### src/rtl/exc_arb.sv
// exc_arb: MEM-stage exception arbiter. Gathers raw exception flags, the
// synchronized hardware interrupt lines and CP0 Status/Cause. It picks the
// single highest-priority exception code for the CP0 and kills the MEM-stage
// instruction when it faults. A one-cycle BLANK state follows every taken
// exception or ERET, so the redirected pipeline is not re-arbitrated while
// the flush settles.
//
// Ports
//   cpu_clk_50M      in   1   clock, rising edge
//   cpu_rst_n        in   1   synchronous active-low reset
//   mem_valid_i      in   1   MEM slot holds a real instruction
//   mem_pc_i         in  32   PC of the MEM instruction
//   mem_addr_i       in  32   load/store effective address
//   mem_is_branch_i  in   1   MEM instruction is a branch/jump
//   exc_flags_i      in   8   raw exception flags (fetch AdEL .. eret)
//   status_i         in  32   CP0 Status
//   cause_i          in  32   CP0 Cause (soft interrupts in [9:8])
//   ext_int_i        in   6   asynchronous hardware interrupt lines
//   exccode_o        out  5   selected exception code (NONE = 5'h10)
//   pc_o             out 32   EPC candidate
//   in_delay_o       out  1   faulting instruction sits in a delay slot
//   badvaddr_o       out 32   faulting address for AdEL/AdES
//   int_o            out  6   synchronized interrupt lines
//   mem_kill_o       out  1   suppress MEM memory/register writes
//
// state | meaning
// ------+-------------------------------------------------------------
// RUN   | arbitrate the MEM instruction each cycle
// BLANK | one cycle after an exception/ERET; all sources ignored

module exc_arb (
    input  logic        cpu_clk_50M,
    input  logic        cpu_rst_n,
    input  logic        mem_valid_i,
    input  logic [31:0] mem_pc_i,
    input  logic [31:0] mem_addr_i,
    input  logic        mem_is_branch_i,
    input  logic [7:0]  exc_flags_i,
    input  logic [31:0] status_i,
    input  logic [31:0] cause_i,
    input  logic [5:0]  ext_int_i,
    output logic [4:0]  exccode_o,
    output logic [31:0] pc_o,
    output logic        in_delay_o,
    output logic [31:0] badvaddr_o,
    output logic [5:0]  int_o,
    output logic        mem_kill_o
);

    localparam logic [4:0] EXC_INT  = 5'h00;
    localparam logic [4:0] EXC_ADEL = 5'h04;
    localparam logic [4:0] EXC_ADES = 5'h05;
    localparam logic [4:0] EXC_SYS  = 5'h08;
    localparam logic [4:0] EXC_BP   = 5'h09;
    localparam logic [4:0] EXC_RI   = 5'h0a;
    localparam logic [4:0] EXC_OV   = 5'h0c;
    localparam logic [4:0] EXC_NONE = 5'h10;
    localparam logic [4:0] EXC_ERET = 5'h11;

    typedef enum logic {
        ST_RUN   = 1'b0,
        ST_BLANK = 1'b1
    } state_t;

    state_t      state, state_nxt;
    logic        br_prev, br_prev_nxt;
    logic [5:0]  int_sync1, int_sync2;
    logic        qual;
    logic        int_pend;
    logic        exc_taken;

    // Status/Cause bits the arbiter does not look at.
    logic unused_bits;
    assign unused_bits = ^{status_i[31:16], status_i[7:2], cause_i[31:10], cause_i[7:0]};

    always_ff @(posedge cpu_clk_50M) begin
        if (!cpu_rst_n) begin
            state     <= ST_RUN;
            br_prev   <= 1'b0;
            int_sync1 <= 6'h0;
            int_sync2 <= 6'h0;
        end else begin
            state     <= state_nxt;
            br_prev   <= br_prev_nxt;
            int_sync1 <= ext_int_i;
            int_sync2 <= int_sync1;
        end
    end

    // Outputs are held at zero combinationally while reset is asserted,
    // independent of what the flops currently hold.
    assign int_o = cpu_rst_n ? int_sync2 : 6'h0;

    always_comb begin
        exccode_o   = EXC_NONE;
        badvaddr_o  = 32'h0;
        state_nxt   = state;
        br_prev_nxt = br_prev;

        qual     = cpu_rst_n & mem_valid_i & (state == ST_RUN);
        int_pend = (|({int_o, cause_i[9:8]} & status_i[15:8])) & status_i[0] & ~status_i[1];

        if (qual) begin
            // The interrupt outranks ERET, so an ERET that coincides with a
            // pending interrupt is replaced by the interrupt.
            if (int_pend) begin
                exccode_o = EXC_INT;
            end else if (exc_flags_i[0]) begin
                exccode_o  = EXC_ADEL;
                badvaddr_o = mem_pc_i;
            end else if (exc_flags_i[1]) begin
                exccode_o = EXC_RI;
            end else if (exc_flags_i[2]) begin
                exccode_o = EXC_OV;
            end else if (exc_flags_i[3]) begin
                exccode_o = EXC_SYS;
            end else if (exc_flags_i[4]) begin
                exccode_o = EXC_BP;
            end else if (exc_flags_i[5]) begin
                exccode_o  = EXC_ADEL;
                badvaddr_o = mem_addr_i;
            end else if (exc_flags_i[6]) begin
                exccode_o  = EXC_ADES;
                badvaddr_o = mem_addr_i;
            end else if (exc_flags_i[7]) begin
                exccode_o = EXC_ERET;
            end
        end

        exc_taken  = (exccode_o != EXC_NONE);
        pc_o       = exc_taken ? mem_pc_i : 32'h0;
        in_delay_o = br_prev & exc_taken;
        mem_kill_o = cpu_rst_n & ((exc_taken & (exccode_o != EXC_ERET)) | (state == ST_BLANK));

        case (state)
            ST_RUN: begin
                if (exc_taken) begin
                    state_nxt   = ST_BLANK;
                    br_prev_nxt = 1'b0;
                end else if (qual) begin
                    br_prev_nxt = mem_is_branch_i;
                end
            end
            ST_BLANK: begin
                state_nxt = ST_RUN;
            end
            default: begin
                state_nxt = ST_RUN;
            end
        endcase
    end

endmodule
### config.mk
export PLATFORM = sky130hd
export DESIGN_NAME = exc_arb
export DESIGN_NICKNAME = d
export VERILOG_FILES = /design/src/rtl/exc_arb.sv
export SDC_FILE = /design/constraint.sdc
export NUM_CORES = 1
export LEC_CHECK = 0
export ABC_AREA = 0
export CAP_MARGIN = 20
export CORE_AREA = 2 2 86 88
export DETAILED_ROUTE_END_ITERATION = 7
export DIE_AREA = 0 0 88 90
export PLACE_DENSITY_LB_ADDON = 0.05
export SLEW_MARGIN = 0
export SYNTH_ARGS = -nofsm -noshare
export SYNTH_HDL_FRONTEND = slang
export SYNTH_SLANG_ARGS = --single-unit
### constraint.sdc
create_clock -name cpu_clk_50M -period 2.9 [get_ports cpu_clk_50M]
set_input_delay 0.435 -clock cpu_clk_50M [delete_from_list [all_inputs] [get_ports cpu_clk_50M]]
set_output_delay 0.435 -clock cpu_clk_50M [all_outputs]
set_load 0.01 [all_outputs]
==> results.yml <==
yosys:
  synth_top_area_share_pct: 18.2
  yosys_register_bits: 14
  synthCells: 184
  synth.distinct_cells: 36
  yosysWarnings: 0
  synth_area_leaders: "nor3_2 (18%), and2_1 (18%), dfxtp_1 (16%), a22oi_2 (10%), a22oi_1 (7.9%)"
  synth_edf_count: 0
  syn-cell-area_sq_mm: 0.00171
  yosys.area.top_type: "nor3_2"
  syn_nets: 330
  yosysSeqAreaShare_pct: 16.4
  syn_area_per_cell_sq_um: 9.28
  synthFlopType: "dfxtp_1"
  async_flop_share_pct: 0
  yosysMostFrequentCell: "and2_1"
  synth_commonest_cells: "and2_1 (48), nor3_2 (31), a22oi_1 (18)"
layout:
  fin_area_sq_mm: 0.00379
  final_util_pct: 54.0
  fillers: 708
  layout.nets: 530
  drive_gt1_share_pct: 28.3
  layout.cells.non_filler: 481
  syn_to_final_growth_pct: 122
  diodes: 0
placed_design:
  gp_congestion: 0.740
  dpl_cell_area_sq_mm: 0.00365
  io_buffers: 170
  placed_cells: 461
  dp_slack_ns: -0.172
  place_hpwl_um: 5060
global_route:
  grt_pass1_wl_um: 10200
  grt_max_degree: 30
  globalRouteOverflowTotal: 0
  track_usage_pct: 15.8
  grt_pass1_vias: 2081
  grt_antenna_before_repair: 0
drt:
  drtIter0Drc: 44
  routed-via-count: 2140
  ant_nets: 0
  viasPerCell: 4.45
  drc: 0
  routed_wl_um: 6600
  wl_per_cell_um: 13.7
  first_pass_iters: 4
critical_path:
  cp-startpoint: "status_i[10]"
  cp_top_family: "buffers and inverters"
  cpPeakStageDelay_ns: 0.49
  worstPathRequired_ns: 2.47
  path_cells: "clkdlybuf4s50_1 -> and3_2 -> o31ai_4 -> buf_4 -> nand3_1 -> a22o_1 -> clkdlybuf4s50_1"
  worstPathArrival_ns: 2.35
  critical-path-top-cell-by-count: "clkdlybuf4s50_1"
  critPathCaptureType: "output port"
  crit_buf_inv: 3
  path_class: "in -> out"
  slowest_stage: "clkdlybuf4s50_1"
  cp-start-kind: "input pin"
  reg2reg_from: "int_sync2[4]"
  cp_max_fo: 3
cts:
  root_buffer: "clkbuf_8"
  ctsHoldBuffers: 0
  insertion_delay_ns: 0.24
  cts.sinks: 14
  tritoncts: "yes"
  cts_buffer_depth: 2
  clkTransAtPathRegs_ns: 0.05
  cts_buffers: 3
  htree_levels: 1
sta:
  skew_ns: 0.000704
  whs_ns: 0.432
  rsz0062_at_grt: "no"
  fin_crit_sh_pct: 96.1
  fin_ws_ns: 0.114
  slew_violations: 0
  fin_setup_tns_ns: 0
  hold_violations: 0
  min_period_ns: 2.79
  slew_headroom_pct: 75.9
  fmax_ghz: 0.359
  finalSetupViolCount: 0
  worst_pin_slew_ns: 0.362
floorplan:
  initial_core_util_pct: 24.3
  core-area_sq_mm: 0.00702
  die_y_um: 90
  die_x_um: 88
  row_count: 31
  design.die.area_sq_mm: 0.00792
  ios: 223
power_and_ir_drop:
  power_density_mw_per_mm2: 197
  comb_power_share_pct: 52.2
  ir_drop_mv: 0.264
  p_seq_share_pct: 27.3
  p_switching_uw: 211
  clockPowerShare_pct: 20.5
  power.leakage_nw: 1.69
  internal_power_uw: 536
  p_sw_share_pct: 28.3
  power.total_uw: 747
min_path:
  hold_class: "reg -> reg"
  hold_start: "int_sync1[0]"
flow_run:
  maxCapViolCount: 0
run_status:
  outcome: "completed"
[per-layer routing]
layer	global-route usage (%)	wire, um	up-vias
li1	-	-	1074
met1	18.9	2700	975
met2	29.2	3330	87
met3	2.75	539	4
met4	2.82	32	0
met5	0	0	-
[final timing paths]
path	endpoint	slack (ns)	cells past startpoint
hold reg to reg	int_sync2[0]	0.43	1
setup / recovery	mem_kill_o	0.11	7
hold / removal	int_sync2[0]	0.43	1
setup reg to reg	state	1.47	6
[power groups by stage]
stage	sequential (mW)	combinational [mW]	clock [mW]
finish	0.204	0.390	0.153
floorplan	0.207	0.150	0
CTS	0.204	0.393	0.160
global placement	0.208	0.388	0
detailed placement	0.208	0.389	0
global route	0.205	0.420	0.168
[kinds of logic after synthesis]
logic type             share of synthesized area (%)
and+or+nand+nor                                 47.1
buffers and inverters                           9.46
DFF                                             16.4
AOI/OAI and AO/OA                               27.0
[final cells by class]
cell class	instances	area [sq um]	area share, %
Sequential cell	14	280	7.40
Tap cell	99	124	3.27
Timing Repair Buffer	214	2070	54.5
Inverter	1	3.75	0.0990
Clock buffer	3	41.3	1.09
Multi-Input combinational cell	150	1270	33.6
[flip-flops by register name, indices dropped and copies added, names as in the netlist]
name / flops
int_sync1: 6
int_sync2: 6
br_prev: 1
state: 1
[what timing repair did]
item	CTS	global route
gates resized for setup	74	6
setup buffers	15	1
endpoints found under the setup margin	69	16
cloned	2	0
pin swaps	3	3
[layout by cell type (no fill, tap or decap), types with 2 or more instances in the layout]
master and instances:
bufbuf_16 2, and2_4 4, nand3_1 2, buf_12 6, a22oi_1 18, o21ai_1 2
and2_1 48, dlygate4sd2_1 70, a22oi_2 14, nand2_1 2, and3_4 2, buf_4 36
nor4_1 2, clkbuf_8 3, nor3_2 30, dfxtp_1 14, clkdlybuf4s15_1 3, nor3_1 4
clkdlybuf4s50_1 95, a22o_1 4
No activity file was read; power rests on OpenSTA's default activity.
